===== config.mk =====
export PLATFORM = sky130hd
export DESIGN_NAME = rf_bank_arbiter
export DESIGN_NICKNAME = d
export VERILOG_FILES = /design/src/rtl/rf_bank_arbiter.sv
export SDC_FILE = /design/constraint.sdc
export NUM_CORES = 2
export LEC_CHECK = 0
export CORE_UTILIZATION = 45
export DETAILED_ROUTE_END_ITERATION = 10
export DONT_BUFFER_PORTS = 1
export SETUP_SLACK_MARGIN = 0.05
export SYNTH_ARGS = -nofsm -noshare
export SYNTH_HDL_FRONTEND = slang
export SYNTH_SLANG_ARGS = --single-unit

===== constraint.sdc =====
create_clock -name clk -period 4.75 [get_ports clk]
set_clock_uncertainty 0.05 [all_clocks]
set_input_delay 0.475 -clock clk [delete_from_list [all_inputs] [get_ports clk]]
set_output_delay 0.475 -clock clk [all_outputs]
set_load 0.05 [all_outputs]

===== src/rtl/rf_bank_arbiter.sv =====
// Four-bank operand register file with one request FIFO per bank.
// Requests carry up to two operands (A and B). Each operand is queued as
// {row, ocid} on the FIFO of its bank. Every bank that has a queued entry
// and no writeback this cycle pops one entry. The row is read with one cycle
// of latency and returned on bk_n_data / bk_n_ocid with bk_n_vld set.
module rf_bank_arbiter #(
    parameter int DW    = 32,
    parameter int DEPTH = 4
) (
    input  logic          clk,
    input  logic          rst,
    input  logic          req_en,
    input  logic          req_a_vld,
    input  logic          req_b_vld,
    input  logic [2:0]    rowid_a,
    input  logic [2:0]    rowid_b,
    input  logic [1:0]    bankid_a,
    input  logic [1:0]    bankid_b,
    input  logic [1:0]    req_ocid,
    input  logic          wb_en,
    input  logic [1:0]    wb_bank,
    input  logic [2:0]    wb_row,
    input  logic [DW-1:0] wb_data,
    output logic [DW-1:0] bk_0_data,
    output logic          bk_0_vld,
    output logic [1:0]    bk_0_ocid,
    output logic          bk_0_bz,
    output logic [DW-1:0] bk_1_data,
    output logic          bk_1_vld,
    output logic [1:0]    bk_1_ocid,
    output logic          bk_1_bz,
    output logic [DW-1:0] bk_2_data,
    output logic          bk_2_vld,
    output logic [1:0]    bk_2_ocid,
    output logic          bk_2_bz,
    output logic [DW-1:0] bk_3_data,
    output logic          bk_3_vld,
    output logic [1:0]    bk_3_ocid,
    output logic          bk_3_bz,
    output logic          req_err
);

    localparam int PW = $clog2(DEPTH);
    localparam int CW = $clog2(DEPTH + 1);

    typedef logic [4:0] entry_t;   // {row[2:0], ocid[1:0]}

    logic [DW-1:0] mem_q     [4][8];
    logic [DW-1:0] mem_d     [4][8];
    entry_t        fifo_q    [4][DEPTH];
    entry_t        fifo_d    [4][DEPTH];
    logic [PW-1:0] rd_ptr_q  [4];
    logic [PW-1:0] rd_ptr_d  [4];
    logic [PW-1:0] wr_ptr_q  [4];
    logic [PW-1:0] wr_ptr_d  [4];
    logic [CW-1:0] cnt_q     [4];
    logic [CW-1:0] cnt_d     [4];
    logic [DW-1:0] bk_data_q [4];
    logic [DW-1:0] bk_data_d [4];
    logic [1:0]    bk_ocid_q [4];
    logic [1:0]    bk_ocid_d [4];
    logic [3:0]    bk_vld_q;
    logic [3:0]    bk_vld_d;
    logic          req_err_q;
    logic          req_err_d;

    logic          push_a    [4];
    logic          push_b    [4];
    logic [1:0]    n_push    [4];
    logic [3:0]    lack;
    logic [3:0]    pop;
    logic [3:0]    bz;
    logic          accept;

    // Decode which banks this request targets; reject the whole request if any bank cannot take all its entries.
    always_comb begin
        for (int n = 0; n < 4; n++) begin
            push_a[n] = req_a_vld && (bankid_a == 2'(n));
            push_b[n] = req_b_vld && (bankid_b == 2'(n));
            n_push[n] = {1'b0, push_a[n]} + {1'b0, push_b[n]};
            lack[n]   = ((CW+1)'(cnt_q[n]) + (CW+1)'(n_push[n])) > (CW+1)'(DEPTH);
        end
        accept    = req_en && (lack == 4'b0000);
        req_err_d = req_err_q || (req_en && (lack != 4'b0000));
    end

    // Register writeback; a bank being written does not pop, so reads never collide with writes.
    always_comb begin
        mem_d = mem_q;
        if (wb_en) begin
            mem_d[wb_bank][wb_row] = wb_data;
        end
    end

    // Per-bank pop/read of the FIFO head and push of accepted operands (A before B).
    always_comb begin
        entry_t        head;
        logic [PW-1:0] wr;
        fifo_d    = fifo_q;
        rd_ptr_d  = rd_ptr_q;
        wr_ptr_d  = wr_ptr_q;
        cnt_d     = cnt_q;
        bk_data_d = bk_data_q;
        bk_ocid_d = bk_ocid_q;
        bk_vld_d  = 4'b0000;
        pop       = 4'b0000;
        for (int n = 0; n < 4; n++) begin
            head   = fifo_q[n][rd_ptr_q[n]];
            pop[n] = (cnt_q[n] != '0) && !(wb_en && (wb_bank == 2'(n)));
            if (pop[n]) begin
                bk_vld_d[n]  = 1'b1;
                bk_data_d[n] = mem_q[n][head[4:2]];
                bk_ocid_d[n] = head[1:0];
                rd_ptr_d[n]  = rd_ptr_q[n] + 1'b1;
            end
            wr = wr_ptr_q[n];
            if (accept && push_a[n]) begin
                fifo_d[n][wr] = {rowid_a, req_ocid};
                wr            = wr + 1'b1;
            end
            if (accept && push_b[n]) begin
                fifo_d[n][wr] = {rowid_b, req_ocid};
                wr            = wr + 1'b1;
            end
            wr_ptr_d[n] = wr;
            cnt_d[n]    = cnt_q[n] + (accept ? CW'(n_push[n]) : CW'(0)) - CW'(pop[n]);
        end
    end

    // Busy when fewer than two slots remain, so a two-operand request always fits while busy is low.
    always_comb begin
        for (int n = 0; n < 4; n++) begin
            bz[n] = cnt_q[n] > CW'(DEPTH - 2);
        end
    end

    // State registers; reset clears storage, queues and returned data.
    always_ff @(posedge clk or negedge rst) begin
        if (!rst) begin
            mem_q     <= '{default: '0};
            fifo_q    <= '{default: '0};
            rd_ptr_q  <= '{default: '0};
            wr_ptr_q  <= '{default: '0};
            cnt_q     <= '{default: '0};
            bk_data_q <= '{default: '0};
            bk_ocid_q <= '{default: '0};
            bk_vld_q  <= 4'b0000;
            req_err_q <= 1'b0;
        end else begin
            mem_q     <= mem_d;
            fifo_q    <= fifo_d;
            rd_ptr_q  <= rd_ptr_d;
            wr_ptr_q  <= wr_ptr_d;
            cnt_q     <= cnt_d;
            bk_data_q <= bk_data_d;
            bk_ocid_q <= bk_ocid_d;
            bk_vld_q  <= bk_vld_d;
            req_err_q <= req_err_d;
        end
    end

    assign bk_0_data = bk_data_q[0];
    assign bk_1_data = bk_data_q[1];
    assign bk_2_data = bk_data_q[2];
    assign bk_3_data = bk_data_q[3];
    assign bk_0_ocid = bk_ocid_q[0];
    assign bk_1_ocid = bk_ocid_q[1];
    assign bk_2_ocid = bk_ocid_q[2];
    assign bk_3_ocid = bk_ocid_q[3];
    assign bk_0_vld  = bk_vld_q[0];
    assign bk_1_vld  = bk_vld_q[1];
    assign bk_2_vld  = bk_vld_q[2];
    assign bk_3_vld  = bk_vld_q[3];
    assign bk_0_bz   = bz[0];
    assign bk_1_bz   = bz[1];
    assign bk_2_bz   = bz[2];
    assign bk_3_bz   = bz[3];
    assign req_err   = req_err_q;

endmodule


==> summary by stage <==
Run status
The run finished with clean final reports.

Die
Measured along the x axis, the die boundary spans 363.1 um. The initial standard-cell utilization of the core is roughly 45%. For this design the top-level I/O count stands at 200. After floorplanning, the core was divided into 132 placement rows. The die height is 363.1 um. The area of the placeable core is 129500 um^2. The overall die area is around 130000 um^2.

Global route
The met1 track utilization from global routing is a little under a third. The pin count of the biggest net entering global routing is around 250. The first-pass GRT wire length is 234000 um. The initial antenna violation count is 3.

The met3 track demand over resource is roughly 5%. The total routing resource utilization after global routing is a little under a quarter. The layer flagged by global routing as most heavily used is met2. The via count of the first global-routing pass is ~37000. The aggregate global routing overflow is 0. The global-route track usage on met2 is between 30% and 40%.

Detailed routing
The mean number of vias per cell is 5.608. After detailed routing, the average wire length per cell comes to 23.53 um. The remaining number of nets flagged by the antenna check after routing is 0.

The number of design-rule violations left by the first detailed-router iteration is 2238. The first detailed-routing pass took 6 iterations. After detailed routing, the number of remaining DRC violations is 0.

The total detailed-routing wirelength is 149300 um. Across all layers, the routed design uses 35580 vias.

Timing
Final hold analysis gives a worst-case slack of 0.04588 ns. At the pin with the least slew margin, the transition time is 1.374 ns. The number of failing hold endpoints at the final stage came to 0. The clock period could shrink to 4.002 ns. The total negative slack for setup checks is 0 ns. The worst path meets setup with 0.7483 ns of slack.

Setup repair after global routing left no endpoint under its margin. In this run the tightest slew margin relative to its limit is 8.398%. The peak clock frequency supported by timing is about 250 MHz. The number of pins with negative max-slew slack in the final report is 0. Setup violations remaining at the end of the flow were counted as 0.

The worst path uses around 84% of the clock period.

Layout
The fraction of layout instances using a drive strength above 1 is a little under two fifths. Compared with the post-synthesis result, the final layout area differs by 13.52%. Measured on the finished design, the core utilization comes to 51.43%.

The net count of the finished layout is roughly 4600. The number of filler cells placed in the layout is between 10000 and 15000.

Worst setup path
The classification of the worst setup path is input pin to asynchronous set/reset pin. The startpoint kind of the worst setup timing path is an input pin. In this run the worst path has a maximum fanout of 178. The data required time at the worst endpoint is 5.45 ns. STA classifies the critical path endpoint as an asynchronous set/reset pin. For the worst setup path, the data arrival time is between 4 and 5 ns.

Placement
The number of input and output port buffers inserted is 0. The worst setup slack after placement is 0.2799 ns. Routability-driven placement finished with a final weighted congestion of 0.7872. The final HPWL from detailed placement is 87980 um.

Synth
The distinct cell type count of the synthesized netlist is 53. The average instance in the mapped netlist occupies 12.95 um^2. The commonest register cell after synthesis is sky130_fd_sc_hd__dfrtp_1.

After synthesis, the share of flip-flops with an asynchronous set or reset is 100.0%. The total number of yosys warnings is 0. Of all cell types, the one taking the most synthesized area is sky130_fd_sc_hd__dfrtp_1.

The synthesized netlist net count is between 4000 and 5000. By area the synthesized netlist is led by sky130_fd_sc_hd__dfrtp_1 (54%), sky130_fd_sc_hd__mux2_2 (25%), sky130_fd_sc_hd__mux2i_1 (5.3%), sky130_fd_sc_hd__o211ai_1 (3.2%), sky130_fd_sc_hd__nand2_1 (2.8%). The synthesized instance count is 4529. The number of flip-flops and latches in the synthesized netlist is 1273.

Yosys mapped a number of flops with a built-in enable equal to 0. The area of the mapped netlist is 58670 um^2. After synthesis, flip-flops and latches occupy 54.30% of the total area. The share of synthesized area in the top cell type comes to between 50% and 60%.

Clocking
Clock tree synthesis found a total of 1273 sinks. The total of cells resized after clock tree synthesis is 0. The H-tree was split into 4 levels. For the worst-skew pair, the clock arrives at the later sink with an insertion delay of 0.77 ns. In this run the clock root is driven by a sky130_fd_sc_hd__clkbuf_16.

The clock-pin slew reported for the worst setup and hold paths after clock tree synthesis is 0.06 ns. The CTS tree is yes. The maximum count of clock buffers along a single path is 3.

In this run, CTS created clock tree buffers numbering roughly 140.

Pwr
Summed over all cells, the static leakage comes to between 30 and 40 nW. The design draws 0.04148 W. In this run the power density over the cells is 622.9 nW/um^2. IR analysis of the VDD net gives a maximum drop of 0.4759 mV.

Min path
In this run the worst hold path is classified as input pin to flip-flop.

Job
The number of max-cap violations is 0.
## cells in the final DEF, fill, tap and decap left out, types with 19 or more instances in the layout
cell type	Yosys	routed
sky130_fd_sc_hd__a21oi_1	71	71
sky130_fd_sc_hd__buf_12	0	34
sky130_fd_sc_hd__buf_4	3	74
sky130_fd_sc_hd__clkbuf_1	213	35
sky130_fd_sc_hd__clkbuf_16	0	148
sky130_fd_sc_hd__clkbuf_8	0	31
sky130_fd_sc_hd__clkinv_2	0	22
sky130_fd_sc_hd__dfrtp_1	1273	1273
sky130_fd_sc_hd__dlygate4sd3_1	0	72
sky130_fd_sc_hd__ha_1	40	40
sky130_fd_sc_hd__inv_1	36	36
sky130_fd_sc_hd__mux2_2	1324	1320
sky130_fd_sc_hd__mux2i_1	312	312
sky130_fd_sc_hd__nand2_1	444	429
sky130_fd_sc_hd__nand3_1	133	133
sky130_fd_sc_hd__nor2_1	88	68
sky130_fd_sc_hd__nor2_4	0	19
sky130_fd_sc_hd__o211ai_1	248	248
sky130_fd_sc_hd__o21ai_0	21	21
sky130_fd_sc_hd__xnor2_1	22	22
## sequential cells by signal (all words and copies together), names as in the netlist, 4 cells and up
name and count:
bk_1_data 32, fifo_q 80, mem_q 1024, bk_vld_q 4, cnt_q 12, bk_2_data 32, rd_ptr_q 8, wr_ptr_q 8
bk_0_data 32, bk_3_data 32
## final cells by class
cell class	count	area [um^2]	area share, %
antenna	3	7.507	0.01127
clock buffer	213	4237	6.362
timing repair buffer	189	2202	3.307
inverter	40	150.1	0.2255
tap	1742	2180	3.273
clock inverter	44	525.5	0.7891
sequential	1273	31860	47.83
multi-input combinational	2841	25440	38.20
## report_power, final
part / internal, W / switching, W
registers: 0.0135 / 0.00378
clock network: 0.00662 / 0.00456
logic: 0.00598 / 0.00706
## cells by family after synthesis
group	after synthesis	share of synthesized area [%]
AO/OA/AOI/OAI	372	4.374
XOR/XNOR	23	0.3434
adder cells (fa/ha/maj)	48	1.126
buffers and inverters	415	2.871
flip-flops	1273	54.30
multiplexers	1652	31.35
AND/OR/NAND/NOR	746	5.633
## worst paths after layout
kind | start | endpoint | slack [ns] | cells after the start
worst min register to register | mem_q[761] | mem_q[761] | 0.45 | 1
worst max register to register | cnt_q[6] | cnt_q[8] | 1.10 | 12
max in group clk | bankid_b[1] | fifo_q[67] | 1.07 | 13
worst min-delay path | wb_data[11] | mem_q[843] | 0.05 | 2
min in group asynchronous | rst | bk_1_data[30] | 0.51 | 2
worst max-delay path | rst | mem_q[293] | 0.75 | 7
## Yosys cell counts, types with 3 or more instances
cell / n
sky130_fd_sc_hd__mux2_2: 1324
sky130_fd_sc_hd__dfrtp_1: 1273
sky130_fd_sc_hd__nand2_1: 444
sky130_fd_sc_hd__mux2i_1: 312
sky130_fd_sc_hd__o211ai_1: 248
sky130_fd_sc_hd__clkbuf_1: 213
sky130_fd_sc_hd__nand3_1: 133
sky130_fd_sc_hd__buf_2: 92
sky130_fd_sc_hd__nor2_1: 88
sky130_fd_sc_hd__a21oi_1: 71
sky130_fd_sc_hd__buf_1: 67
sky130_fd_sc_hd__ha_1: 40
sky130_fd_sc_hd__inv_1: 36
sky130_fd_sc_hd__xnor2_1: 22
sky130_fd_sc_hd__o21ai_0: 21
sky130_fd_sc_hd__nand4_1: 18
sky130_fd_sc_hd__mux4_2: 16
sky130_fd_sc_hd__nand4_2: 12
sky130_fd_sc_hd__nor3_1: 11
sky130_fd_sc_hd__fa_1: 8
sky130_fd_sc_hd__o31ai_1: 8
sky130_fd_sc_hd__nand3b_1: 6
sky130_fd_sc_hd__nor2b_1: 6
sky130_fd_sc_hd__nor3b_1: 5
sky130_fd_sc_hd__a211oi_1: 4
sky130_fd_sc_hd__o22ai_1: 4
sky130_fd_sc_hd__a21o_1: 3
sky130_fd_sc_hd__a31oi_1: 3
sky130_fd_sc_hd__and2_1: 3
sky130_fd_sc_hd__buf_4: 3
sky130_fd_sc_hd__inv_2: 3
sky130_fd_sc_hd__o21bai_1: 3
sky130_fd_sc_hd__or2_2: 3
sky130_fd_sc_hd__or3_1: 3
## worst max-delay path: stages
cell and delay, ns:
sky130_fd_sc_hd__dlygate4sd3_1 0.52, sky130_fd_sc_hd__dlygate4sd3_1 0.71, sky130_fd_sc_hd__buf_16 0.33, sky130_fd_sc_hd__buf_16 0.50, sky130_fd_sc_hd__buf_16 0.45, sky130_fd_sc_hd__buf_16 0.52
sky130_fd_sc_hd__buf_16 0.61
## metal layers
layer,wire length [um],vias to the layer above,part of all wire [%]
met5,11,-,0.0074
met1,69340,18880,46
met3,7314,173,4.9
met4,2513,2,1.7
li1,-,16070,-
met2,70150,465,47
## metrics by stage
stage,instances,area (um^2)
2_1_floorplan,4529,58670
3_3_place_gp,5980,60420
3_5_place_dp,5981,60450
4_1_cts,6340,66540
5_1_grt,6342,66590
6_report,6345,66600
## timing repair
action	4_1_cts	5_1_grt
hold endpoints to repair	1312	0
setup endpoints to repair	0	178
hold buffers	102	0
buffers inserted	0	0
Power figures use the tool's default switching activity.
